File: src/rtl/cpu_run_controller_if.sv
// Handshake and status bundle between the run controller and the bench/processor side.
// Signal directions are named from the controller's point of view.
interface cpu_run_controller_if #(
    parameter int NUM_CORES = 1,
    parameter int CNT_W     = 16
);
    logic                 i_run_en;
    logic                 i_step;
    logic                 i_restart;
    logic [NUM_CORES-1:0] i_zero;
    logic                 o_cpu_reset;
    logic                 o_cpu_clk_en;
    logic [CNT_W-1:0]     o_cycle_count;
    logic [NUM_CORES-1:0] o_halted;
    logic                 o_done;
    logic                 o_timeout;

    modport master (
        output i_run_en, i_step, i_restart, i_zero,
        input  o_cpu_reset, o_cpu_clk_en, o_cycle_count, o_halted, o_done, o_timeout
    );

    modport slave (
        input  i_run_en, i_step, i_restart, i_zero,
        output o_cpu_reset, o_cpu_clk_en, o_cycle_count, o_halted, o_done, o_timeout
    );
endinterface

File: src/rtl/cpu_run_controller.sv
// Run controller for a group of processors: reset hold, free-run/pause/step,
// per-core halt detection from stable zero flags, and cycle-budget timeout.
module cpu_run_controller #(
    parameter int NUM_CORES    = 1,
    parameter int CNT_W        = 16,
    parameter int RESET_CYCLES = 2,
    parameter int MAX_CYCLES   = 7,
    parameter int HALT_STABLE  = 3
) (
    input  logic                clk,
    input  logic                rst_n,
    cpu_run_controller_if.slave bus
);

    typedef enum logic [1:0] {HOLD, RUN, PAUSE, DONE} state_t;

    localparam logic [CNT_W-1:0] CNT_MAX    = '1;
    localparam logic [CNT_W-1:0] BUDGET     = CNT_W'(MAX_CYCLES);
    localparam logic [7:0]       HOLD_LAST  = 8'(RESET_CYCLES - 1);
    localparam logic [7:0]       STABLE_TGT = 8'(HALT_STABLE);

    state_t               r_state;
    logic [7:0]           r_holdCnt;
    logic [7:0]           r_stableCnt [NUM_CORES];
    logic [CNT_W-1:0]     r_cycleCnt;
    logic [NUM_CORES-1:0] r_halted;
    logic                 r_cpuReset;
    logic                 r_done;
    logic                 r_timeout;

    logic                 w_clkEn;
    logic [CNT_W-1:0]     w_cycleNext;
    logic [NUM_CORES-1:0] w_haltedNext;
    logic                 w_allHalted;
    logic                 w_budgetHit;

    // Restart suppresses any enable in its cycle so the processors never advance while being re-reset.
    always_comb begin
        w_clkEn = 1'b0;
        if (!bus.i_restart) begin
            if (r_state == RUN) begin
                w_clkEn = 1'b1;
            end else if (r_state == PAUSE) begin
                w_clkEn = bus.i_step;
            end
        end
    end

    always_comb begin
        for (int i = 0; i < NUM_CORES; i++) begin
            w_haltedNext[i] = r_halted[i] |
                              (bus.i_zero[i] && ((r_stableCnt[i] + 8'd1) == STABLE_TGT));
        end
    end

    assign w_cycleNext = (r_cycleCnt == CNT_MAX) ? r_cycleCnt : r_cycleCnt + CNT_W'(1);
    assign w_allHalted = &w_haltedNext;
    assign w_budgetHit = (w_cycleNext >= BUDGET);

    always_ff @(posedge clk or negedge rst_n) begin
        if (!rst_n) begin
            r_state    <= HOLD;
            r_holdCnt  <= '0;
            r_cycleCnt <= '0;
            r_halted   <= '0;
            r_cpuReset <= 1'b1;
            r_done     <= 1'b0;
            r_timeout  <= 1'b0;
            for (int i = 0; i < NUM_CORES; i++) begin
                r_stableCnt[i] <= '0;
            end
        end else if (bus.i_restart) begin
            r_state    <= HOLD;
            r_holdCnt  <= '0;
            r_cycleCnt <= '0;
            r_halted   <= '0;
            r_cpuReset <= 1'b1;
            r_done     <= 1'b0;
            r_timeout  <= 1'b0;
            for (int i = 0; i < NUM_CORES; i++) begin
                r_stableCnt[i] <= '0;
            end
        end else begin
            case (r_state)
                HOLD: begin
                    if (r_holdCnt == HOLD_LAST) begin
                        r_state    <= bus.i_run_en ? RUN : PAUSE;
                        r_cpuReset <= 1'b0;
                    end else begin
                        r_holdCnt <= r_holdCnt + 8'd1;
                    end
                end
                RUN: begin
                    if (!bus.i_run_en) r_state <= PAUSE;
                end
                PAUSE: begin
                    if (bus.i_run_en) r_state <= RUN;
                end
                DONE: begin
                    r_state <= DONE;
                end
                default: r_state <= HOLD;
            endcase

            // Halt takes precedence over timeout when both land on the same enabled cycle.
            if (w_clkEn) begin
                r_cycleCnt <= w_cycleNext;
                r_halted   <= w_haltedNext;
                for (int i = 0; i < NUM_CORES; i++) begin
                    if (bus.i_zero[i]) begin
                        if (r_stableCnt[i] != STABLE_TGT) r_stableCnt[i] <= r_stableCnt[i] + 8'd1;
                    end else begin
                        r_stableCnt[i] <= '0;
                    end
                end
                if (w_allHalted) begin
                    r_state   <= DONE;
                    r_done    <= 1'b1;
                    r_timeout <= 1'b0;
                end else if (w_budgetHit) begin
                    r_state   <= DONE;
                    r_done    <= 1'b1;
                    r_timeout <= 1'b1;
                end
            end
        end
    end

    assign bus.o_cpu_reset   = r_cpuReset;
    assign bus.o_cpu_clk_en  = w_clkEn;
    assign bus.o_cycle_count = r_cycleCnt;
    assign bus.o_halted      = r_halted;
    assign bus.o_done        = r_done;
    assign bus.o_timeout     = r_timeout;

endmodule

File: src/flat_wrapper.sv
// flat-port wrapper written by rule: the top's interface ports become plain ports
module cpu_run_controller_flat 
#(
    parameter int NUM_CORES    = 1,
    parameter int CNT_W        = 16,
    parameter int RESET_CYCLES = 2,
    parameter int MAX_CYCLES   = 7,
    parameter int HALT_STABLE  = 3
)
  (clk, rst_n, bus_i_run_en, bus_i_step, bus_i_restart, bus_i_zero, bus_o_cpu_reset, bus_o_cpu_clk_en, bus_o_cycle_count, bus_o_halted, bus_o_done, bus_o_timeout);
  cpu_run_controller_if #(.NUM_CORES(NUM_CORES), .CNT_W(CNT_W)) bus_i ();
  input  logic clk;
  input  logic rst_n;
  input wire logic [$bits(bus_i.i_run_en)-1:0] bus_i_run_en;
  input wire logic [$bits(bus_i.i_step)-1:0] bus_i_step;
  input wire logic [$bits(bus_i.i_restart)-1:0] bus_i_restart;
  input wire logic [$bits(bus_i.i_zero)-1:0] bus_i_zero;
  output wire logic [$bits(bus_i.o_cpu_reset)-1:0] bus_o_cpu_reset;
  output wire logic [$bits(bus_i.o_cpu_clk_en)-1:0] bus_o_cpu_clk_en;
  output wire logic [$bits(bus_i.o_cycle_count)-1:0] bus_o_cycle_count;
  output wire logic [$bits(bus_i.o_halted)-1:0] bus_o_halted;
  output wire logic [$bits(bus_i.o_done)-1:0] bus_o_done;
  output wire logic [$bits(bus_i.o_timeout)-1:0] bus_o_timeout;
  assign bus_i.i_run_en = bus_i_run_en;
  assign bus_i.i_step = bus_i_step;
  assign bus_i.i_restart = bus_i_restart;
  assign bus_i.i_zero = bus_i_zero;
  assign bus_o_cpu_reset = bus_i.o_cpu_reset;
  assign bus_o_cpu_clk_en = bus_i.o_cpu_clk_en;
  assign bus_o_cycle_count = bus_i.o_cycle_count;
  assign bus_o_halted = bus_i.o_halted;
  assign bus_o_done = bus_i.o_done;
  assign bus_o_timeout = bus_i.o_timeout;
  cpu_run_controller #(.NUM_CORES(NUM_CORES), .CNT_W(CNT_W), .RESET_CYCLES(RESET_CYCLES), .MAX_CYCLES(MAX_CYCLES), .HALT_STABLE(HALT_STABLE)) u_core (.clk(clk), .rst_n(rst_n), .bus(bus_i));
endmodule
File: config.mk
export PLATFORM = sky130hd
export DESIGN_NAME = cpu_run_controller_flat
export DESIGN_NICKNAME = d
export VERILOG_FILES = /design/src/rtl/cpu_run_controller_if.sv /design/src/rtl/cpu_run_controller.sv /design/src/flat_wrapper.sv
export SDC_FILE = /design/constraint.sdc
export NUM_CORES = 1
export LEC_CHECK = 0
export ABC_AREA = 1
export BUFFER_PORTS_ARGS = -buffer_cell sky130_fd_sc_hd__buf_2
export CAP_MARGIN = 20
export CORE_ASPECT_RATIO = 2
export CORE_UTILIZATION = 45
export DETAILED_ROUTE_END_ITERATION = 8
export GPL_TIMING_DRIVEN = 0
export PLACE_DENSITY = 0.66
export SYNTH_ARGS = -nofsm -noshare
export SYNTH_HDL_FRONTEND = slang
export SYNTH_SLANG_ARGS = --single-unit
export TNS_END_PERCENT = 20
File: constraint.sdc
create_clock -name clk -period 4.8 [get_ports clk]
set_input_delay 0 -clock clk [delete_from_list [all_inputs] [get_ports clk]]
set_output_delay 0 -clock clk [all_outputs]
set_load 0.005 [all_outputs]
# [Word level (Yosys, flattened, before mapping)]
# Cells that the tools add are included.
[word_totals] regBits=38 inputBits=6 out_inout_bits=21 wordCells=66
[classes] add_sub_neg=3 magnitude_cmp=1 eq_ne=9 mux=34 bitwise_logic=1 reduce_logical=10
[op_table] operator="8-bit 2-to-1 mux" n=7
[op_table] operator="16-bit 2-to-1 mux" n=3
[op_table] operator="16-bit by 1-bit adder with 16-bit output, second input constant" n=1
[op_table] operator="8-bit by 1-bit adder with 8-bit output, second input constant" n=2
[op_table] operator="16-bit equality test, second input constant" n=1
[op_table] operator="16-bit by 3-bit greater-or-equal comparator with 1-bit output, second input constant" n=1
[op_table] operator="2-bit 2-to-1 mux" n=8
[op_table] operator="1-bit 2-to-1 mux" n=15
[op_table] operator="8-bit by 1-bit equality test with 1-bit output, second input constant" n=1
[op_table] operator="8-bit by 2-bit equality test with 1-bit output, second input constant" n=1
[op_table] operator="8-bit by 2-bit != test with 1-bit output, second input constant" n=1
[op_table] operator="2-bit case mux with 4 select lines" n=1
[op_table] operator="2-bit AND reduction" n=4
[op_table] operator="2-bit nonzero test" n=3
[op_table] operator="2-bit equality test, second input constant" n=2
[op_table] operator="3-bit by 2-bit != test with 1-bit output, second input constant" n=1
[op_table] operator="3-bit nonzero test" n=1
[op_table] operator="2-bit by 1-bit equality test with 1-bit output, second input constant" n=1
[op_table] operator="2-bit zero test" n=1
[op_table] operator="2-bit != test, second input constant" n=1
[op_table] operator="1-bit logical AND" n=1
[op_table] operator="1-bit bitwise OR" n=1

# [Longest topological paths before layout]
# Gate-level depths: netlist of run 1.
[depth] ltp_word=7 depth_mapped=15

# [Worst setup path before layout of run 1]
# OpenSTA, ideal clock, no wires.
[synth_timing] path_kind="register to register" from="register u_core.r_cycleCnt[0] (netlist: u_core.bus.o_cycle_count[0])" to="register u_core.r_state[0]" setup_ps=126 arrival_ps=1742 required_ps=4674 slack_ps=2931 path_stages_with_launch=15 n_path_buf=1 synth_period_minus_slack_ps=1869 cell_sequence="dfrtp_1 > ha_1 > inv_1 > nor2_4 > nand2_2 > inv_2 > nand2_2 > buf_6 > nand3_2 > nor2_1 > nand3_1 > nor2_1 > nand3_1 > nand2_1 > nand3_1"
[synth_between] elab_chain_len=7 elab_cells_between_ends=8
[synth_lines] element="start, declared" line_no="cpu_run_controller.sv:25" text="logic [CNT_W-1:0] r_cycleCnt;"
[synth_lines] element="start signal, assigned" line_no="cpu_run_controller.sv:107" text="r_cycleCnt <= w_cycleNext;"
[synth_lines] element="16-bit by 1-bit adder with 16-bit output / 16-bit equality test (equally long branches)" line_no="cpu_run_controller.sv:56" text="assign w_cycleNext = (r_cycleCnt == CNT_MAX) ? r_cycleCnt : r_cycleCnt + CNT_W'(1);"
[synth_lines] element="16-bit 2-to-1 mux *" line_no="cpu_run_controller.sv:56"
[synth_lines] element="16-bit by 3-bit greater-or-equal comparator with 1-bit output *" line_no="cpu_run_controller.sv:58" text="assign w_budgetHit = (w_cycleNext >= BUDGET);"
[synth_lines] element="2-bit 2-to-1 mux *" line_no="cpu_run_controller.sv:120" text="end else if (w_budgetHit) begin"
[synth_lines] element="2-bit 2-to-1 mux *" line_no="cpu_run_controller.sv:116" text="if (w_allHalted) begin"
[synth_lines] element="2-bit 2-to-1 mux *" line_no="cpu_run_controller.sv:106" text="if (w_clkEn) begin"
[synth_lines] element="2-bit 2-to-1 mux *" line_no="cpu_run_controller.sv:72" text="end else if (bus.i_restart) begin"
[synth_lines] element="end signal, assigned" line_no="cpu_run_controller.sv:87" text="r_state <= bus.i_run_en ? RUN : PAUSE;"
[synth_lines] element="end, declared" line_no="cpu_run_controller.sv:22" text="state_t r_state;"
# Mark *: on every way between the ends. The rest lies on a longest branch, timed or not.
# A chain may end at the register's enable or synchronous reset.

# [Worst setup path in the final report of run 1]
# Ends and elaborated chain as after synthesis.

==> results.json, run 1 <==
{
  "async_reset_ff_share_pct": 100,
  "clk_latency_ns": 0.29,
  "r2r-end": "u_core.r_state[0]$_DFF_PN0_",
  "postCtsSetupBuffers": 0,
  "dp_hpwl_um": 4650,
  "max_freq_mhz": 445,
  "clock_skew_ns": 0.00707,
  "syn_area_per_cell_um2": 7.10,
  "tightest_slew_ns": 0.871,
  "synth_top_cell_by_area": "dfrtp_1",
  "synth_edf_count": 0,
  "cts_hold_buf": 3,
  "crit_path_top_delay_cell": "dfrtp_1",
  "relSlewSlack_pct": 41.9,
  "power_density_nw_per_um2": 275,
  "synth.most_common_cell": "nand2_1",
  "synth_common_cells": "95 x nand2_1, 47 x inv_1, 37 x dfrtp_1",
  "cts_buffer_depth": 2,
  "ant_nets": 0,
  "outcome": "finished, final reports clean",
  "die_h_um": 105,
  "drive_above_1_share_pct": 16.0,
  "finalWorstSetupSlack_ns": 2.55,
  "worstSetupPathType": "reg2reg",
  "path_clk_slew_ns": 0.08,
  "worstPathArrival_ns": 2.42,
  "slew_violations": 0,
  "worstReg2RegStart": "u_core.bus.o_cycle_count[0]$_DFFE_PN0P_",
  "synth.area.top_cells": "dfrtp_1 39%, nand2_1 15%, inv_1 7.4%",
  "vdd_drop_max_mv": 0.204,
  "required_ns": 4.97,
  "yosys_register_bits": 38,
  "seq_area_frac_synth_pct": 39.8,
  "drt_first_pass_iters": 4,
  "syn2layout_area_growth_pct": 13.6,
  "initial_utilization_pct": 46.5,
  "numCtsBuffers": 5,
  "power_leakage_nw": 1.41,
  "hold_viol": 0,
  "cts-root-buf": "clkbuf_8",
  "tritoncts": "done",
  "place_congestion": 0.867,
  "grt_pass1_vias": 2197,
  "critPathMaxStageDelay_ns": 0.48,
  "num_vias": 2332,
  "n_antenna_cell": 0,
  "path_delay_family": "simple AND/OR/NAND/NOR gates",
  "io_buffers": 26,
  "critPathCapture": "u_core.r_state[0]$_DFF_PN0_",
  "cpMostUsedCell": "nand2_1",
  "grt_usage_pct": 24.3,
  "maxCapViolCount": 0,
  "crit_path_start": "u_core.bus.o_cycle_count[0]$_DFFE_PN0P_",
  "min_period_over_period_pct": 46.8,
  "io_pins": 27,
  "period_minus_slack_ns": 2.25,
  "path_cells": "ha_1 > inv_1 > nor2_4 > nand2_2 > inv_2 > nand2_2 > buf_6 > nand2_1 > nor2_1 > nand2_1 > nor2_1 > nand3_1 > nand2_1 > nand3_1",
  "synth-main-ff-cell": "dfrtp_1",
  "htreeDepth": 2,
  "cp_max_fo": 10,
  "rsz0062_at_grt": "false",
  "final_nets": 384,
  "placed_area_um2": 2590,
  "cts_sinks": 38,
  "path_buf_inv": 3,
  "syn_area_um2": 2390,
  "rows": 37,
  "die_w_um": 53.5,
  "yosysUniqueCellTypes": 29,
  "cp.depth": 14,
  "synth.top_cell.area_share_pct": 38.7,
  "synth_nets": 348,
  "drt_wl_total_um": 6050,
  "dp_slack_ns": 2.58,
  "wl_per_cell_um": 14.0,
  "fin_area_um2": 2720,
  "finalSetupViolCount": 0,
  "antenna_found_initial": 0,
  "die_area_um2": 5630,
  "fin_tns_setup_ns": 0,
  "grt_remaining_overflow": 0,
  "worst_r2r_path_depth": 14,
  "drc": 0,
  "hp-class": "in2reg",
  "drtIter0Drc": 52,
  "startpoint_type": "flip-flop",
  "netlist_instances": 337,
  "grt_max_degree": 39,
  "cts_resized": 0,
  "core_um2": 5140,
  "r2r_setup_slack_ns": 2.55,
  "grt_pass1_wl_um": 9740,
  "vias_per_cell": 5.40,
  "yosysWarningCount": 0,
  "end_kind": "flip-flop"
}
## per-layer routing
| layer | global-route usage [%] | wire length [µm] | vias up |
|---|---|---|---|
| li1 | - | - | 1157 |
| met1 | 23.3 | 2300 | 1114 |
| met2 | 44.8 | 3380 | 48 |
| met3 | 3.35 | 144 | 13 |
| met4 | 14.1 | 222 | 0 |
| met5 | 0 | 0 | - |
## state kept, by name (all words and copies together), names as in the netlist
register,cells
u_core.r_stableCnt,8
u_core.r_holdCnt,8
u_core.bus.o_cycle_count,16
u_core.r_state,2
u_core.bus.o_done,1
u_core.bus.o_cpu_reset,1
u_core.bus.o_timeout,1
u_core.bus.o_halted,1
## area by class of cell
type | count | area, µm²
fill | 529 | 2420
multi-input combinational | 245 | 1230
sequential | 38 | 952
inverter | 50 | 188
timing repair buffer | 29 | 160
clock buffer | 7 | 86.3
tap | 58 | 72.6
buffer | 4 | 23.8
clock inverter | 1 | 5.00
## logic make-up (layout without fill, tap and decap cells)
| logic type | after synthesis | after routing | share of synthesized area [%] |
|---|---|---|---|
| xor gates and xnor gates | 7 | 7 | 2.56 |
| DFF | 38 | 38 | 39.8 |
| AOI/OAI and AO/OA | 36 | 36 | 8.53 |
| adders and majority gates | 5 | 5 | 2.62 |
| buffers and inverters | 54 | 91 | 8.84 |
| and+or+nand+nor | 197 | 197 | 37.6 |
## cells in the final DEF, fill, tap and decap left out
cell type | synthesis | routed
xor2_1 | 6 | 6
and2_1 | 1 | 1
nand4_1 | 11 | 11
clkinv_2 | 0 | 1
inv_1 | 47 | 47
buf_6 | 1 | 1
o22ai_1 | 8 | 8
nor2_4 | 2 | 2
nor3_2 | 1 | 1
nor2_2 | 5 | 5
a221oi_1 | 1 | 1
nand3_2 | 5 | 5
clkbuf_1 | 2 | 3
dfrtp_1 | 37 | 37
inv_2 | 3 | 3
xnor2_1 | 1 | 1
dfstp_2 | 1 | 1
a21boi_2 | 1 | 1
nor3_1 | 4 | 4
a31oi_1 | 1 | 1
nand3_1 | 34 | 34
clkbuf_8 | 0 | 6
nor2_1 | 32 | 32
nand2_2 | 6 | 6
a211oi_1 | 1 | 1
ha_1 | 5 | 5
dlygate4sd3_1 | 0 | 3
or2_2 | 1 | 1
buf_2 | 1 | 27
o21ai_0 | 20 | 20
nand2_1 | 95 | 95
a21oi_1 | 4 | 4
## how the worst min path moves through the flow
stage | startpoint | endpoint | slack (ns) | cells after the start
3_3_place_gp | rst_n | u_core.bus.o_cycle_count[15]$_DFFE_PN0P_ | 0.17 | 1
2_1_floorplan | rst_n | u_core.bus.o_cycle_count[0]$_DFFE_PN0P_ | -0.30 | 0
6_report | bus_i_step | u_core.bus.o_done$_DFFE_PN0P_ | 0.13 | 6
4_1_cts | bus_i_step | u_core.bus.o_done$_DFFE_PN0P_ | 0.12 | 6
3_5_place_dp | rst_n | u_core.bus.o_cycle_count[11]$_DFFE_PN0P_ | 0.16 | 1
5_1_grt | bus_i_step | u_core.bus.o_done$_DFFE_PN0P_ | 0.16 | 6
## worst reg2reg max path, cell delays in order, from the launching register on
cell	delay [ns]
dfrtp_1	0.48
ha_1	0.32
inv_1	0.12
nor2_4	0.06
nand2_2	0.09
inv_2	0.05
nand2_2	0.09
buf_6	0.16
nand2_1	0.10
nor2_1	0.13
nand2_1	0.08
nor2_1	0.18
nand3_1	0.10
nand2_1	0.11
nand3_1	0.07
## report_power, final
group | switching (W) | internal, W
clock network | 0.000117 | 0.000116
registers | 0.0000217 | 0.000343
logic | 0.000103 | 0.0000452
total | 0.000242 | 0.000504
## metrics by stage
stage                     power (W)  util, %  std cells  hold slack [ns]
after floorplan            0.000465        -        337           -0.296
after global placement     0.000514     50.5        421            0.173
after detailed placement   0.000517     50.5        421            0.156
after CTS                  0.000755     52.8        432            0.120
after global routing       0.000790     52.8        432            0.164
final                      0.000746     52.8        432            0.128
Note: power is estimated with default switching activity, not from simulation.
==> run 2: changes to the inputs <==
- clock period: 4.8 -> 2.3 ns (I/O delays scaled with it)
==> run 2 against run 1 <==
  * Core utilization increased by 0.097 points
  * Hold slack got worse by 0.0018 ns
  * Flip-flop and latch count unchanged
  * Clock power increased by 110%
  * Count of clock-buffer cells in the layout did not move
  * Largest cell class unchanged
  * Cell area up 0.18%
  * Clock skew increased by 0.0014 ns
==> results.json, run 2 (synthesis gave the netlist of run 1 again) <==
{
  "power_density_nw_per_um2": 574,
  "rsz0062_at_grt": "false",
  "crit_path_top_delay_cell": "dfrtp_2",
  "grt_pass1_wl_um": 9740,
  "cts_buffer_depth": 2,
  "vias_per_cell": 5.38,
  "finalPower_w": 0.00156,
  "hold_viol": 0,
  "min_period_over_period_pct": 93.5,
  "path_delay_family": "simple AND/OR/NAND/NOR gates",
  "numCtsBuffers": 5,
  "nFillCells": 526,
  "fin_tns_setup_ns": 0,
  "final_nets": 384,
  "drt_first_pass_iters": 4,
  "critPathMaxStageDelay_ns": 0.47,
  "io_buffers": 26,
  "final_common_cell": "nand2_1",
  "period_minus_slack_ns": 2.15,
  "startpoint_type": "flip-flop",
  "crit_path_start": "u_core.bus.o_cycle_count[0]$_DFFE_PN0P_",
  "cp_max_fo": 10,
  "hp-class": "in2reg",
  "cpMostUsedCell": "nand2_1",
  "grt_max_degree": 39,
  "drt_wl_total_um": 6020,
  "grt_usage_pct": 24.3,
  "syn2layout_area_growth_pct": 13.8,
  "cts-root-buf": "clkbuf_8",
  "path_clk_slew_ns": 0.08,
  "grt_remaining_overflow": 0,
  "max_freq_mhz": 465,
  "r2r_setup_slack_ns": 0.15,
  "drtIter0Drc": 54,
  "end_kind": "flip-flop",
  "dp_hpwl_um": 4650,
  "n_antenna_cell": 0,
  "die_w_um": 53.5,
  "required_ns": 2.47,
  "path_cells": "ha_2 > inv_1 > nor2_4 > nand2_2 > inv_2 > nand2_2 > buf_6 > nand2_1 > nor2_1 > nand2_1 > nor2_1 > nand3_1 > nand2_1 > nand3_1",
  "initial_utilization_pct": 46.5,
  "core_um2": 5140,
  "wl_per_cell_um": 13.9,
  "grt_pass1_vias": 2197,
  "worstPathArrival_ns": 2.33,
  "path_buf_inv": 3,
  "rows": 37,
  "die_area_um2": 5630,
  "power_leakage_nw": 1.40,
  "cts_sinks": 38,
  "postCtsSetupBuffers": 0,
  "antenna_found_initial": 0,
  "relSlewSlack_pct": 41.6,
  "io_pins": 27,
  "clk_latency_ns": 0.29,
  "vdd_drop_max_mv": 0.425,
  "hp-start": "bus_i_step",
  "finalSetupViolCount": 0,
  "drive_above_1_share_pct": 16.8,
  "slew_violations": 0,
  "final_cell_mix": "95 x nand2_1, 47 x inv_1, 35 x dfrtp_1, 34 x nand3_1, 32 x nor2_1",
  "htreeDepth": 2,
  "tightest_slew_ns": 0.876,
  "clock_skew_ns": 0.00852,
  "worstSetupPathType": "reg2reg",
  "worstReg2RegStart": "u_core.bus.o_cycle_count[0]$_DFFE_PN0P_",
  "seq_area_um2": 955,
  "multiInputGateArea_um2": 1230,
  "drc": 0,
  "num_vias": 2324,
  "place_congestion": 0.867,
  "largest_register_ffs": 16,
  "tritoncts": "done",
  "die_h_um": 105,
  "maxCapViolCount": 0,
  "ant_nets": 0,
  "outcome": "finished, final reports clean"
}
==> run 2: cell count changes in the layout (fill, tap and decap cells not counted) <==
cell	previous run	this run
ha_1	5	4
ha_2	0	1
dfrtp_2	0	2
dfrtp_1	37	35
==> run 2: path summary, 6_finish.rpt <==
check / to / cells after the start
max: u_core.r_state[0]$_DFF_PN0_ / 14
min: u_core.bus.o_done$_DFFE_PN0P_ / 6
max reg2reg: u_core.r_state[0]$_DFF_PN0_ / 14
min reg2reg: u_core.bus.o_cpu_reset$_DFFE_PN1P_ / 2
max in group asynchronous: u_core.bus.o_cycle_count[1]$_DFFE_PN0P_ / 2
min in group asynchronous: u_core.bus.o_cycle_count[11]$_DFFE_PN0P_ / 2
==> run 2: power by group <==
| group | switching, W | internal (W) |
|---|---|---|
| Sequential | 0.0000452 | 0.000717 |
| Combinational | 0.000214 | 0.0000947 |
| Clock | 0.000247 | 0.000242 |
==> run 2: metrics by stage <==
step	instance area [µm²]	setup WS, ns	std cells	util, %	hold WS, ns
final	2720	0.148	432	52.9	0.126
after global routing	2720	0.00825	432	52.9	0.164
after CTS	2720	0.0668	432	52.8	0.120
after detailed placement	2590	0.0782	421	50.5	0.156
after global placement	2590	0.107	421	50.5	0.173
after floorplan	2390	0.431	337	-	-0.296
==> run 2: metal layers <==
| metal | up-vias | routed length (µm) | global-route usage (%) |
|---|---|---|---|
| li1 | 1158 | - | - |
| met1 | 1103 | 2280 | 23.3 |
| met2 | 47 | 3340 | 44.8 |
| met3 | 16 | 140 | 3.35 |
| met4 | 0 | 258 | 14.1 |
| met5 | - | 0 | 0 |
==> run 2: worst reg2reg max path, delay by kind of cell, from the launching register on <==
kind	cells	cell delay, ns
DFF	1	0.47
and+or+nand+nor	10	1.00
buffers and inverters	3	0.31
adders and majority gates	1	0.25
==> run 2: cell type report <==
cell class	count	area share [%]
buffer	4	0.874
clock buffer	7	3.17
clock inverter	1	0.184
inverter	50	6.90
multi-input combinational	245	45.2
sequential	38	35.1
tap	58	2.67
timing repair buffer	29	5.89
==> run 2: timing repair <==
item                                    CTS  global route
hold endpoints to repair                 41             0
endpoints found under the setup margin    0             4
resized for setup                         0             3
hold buffers                              3             0
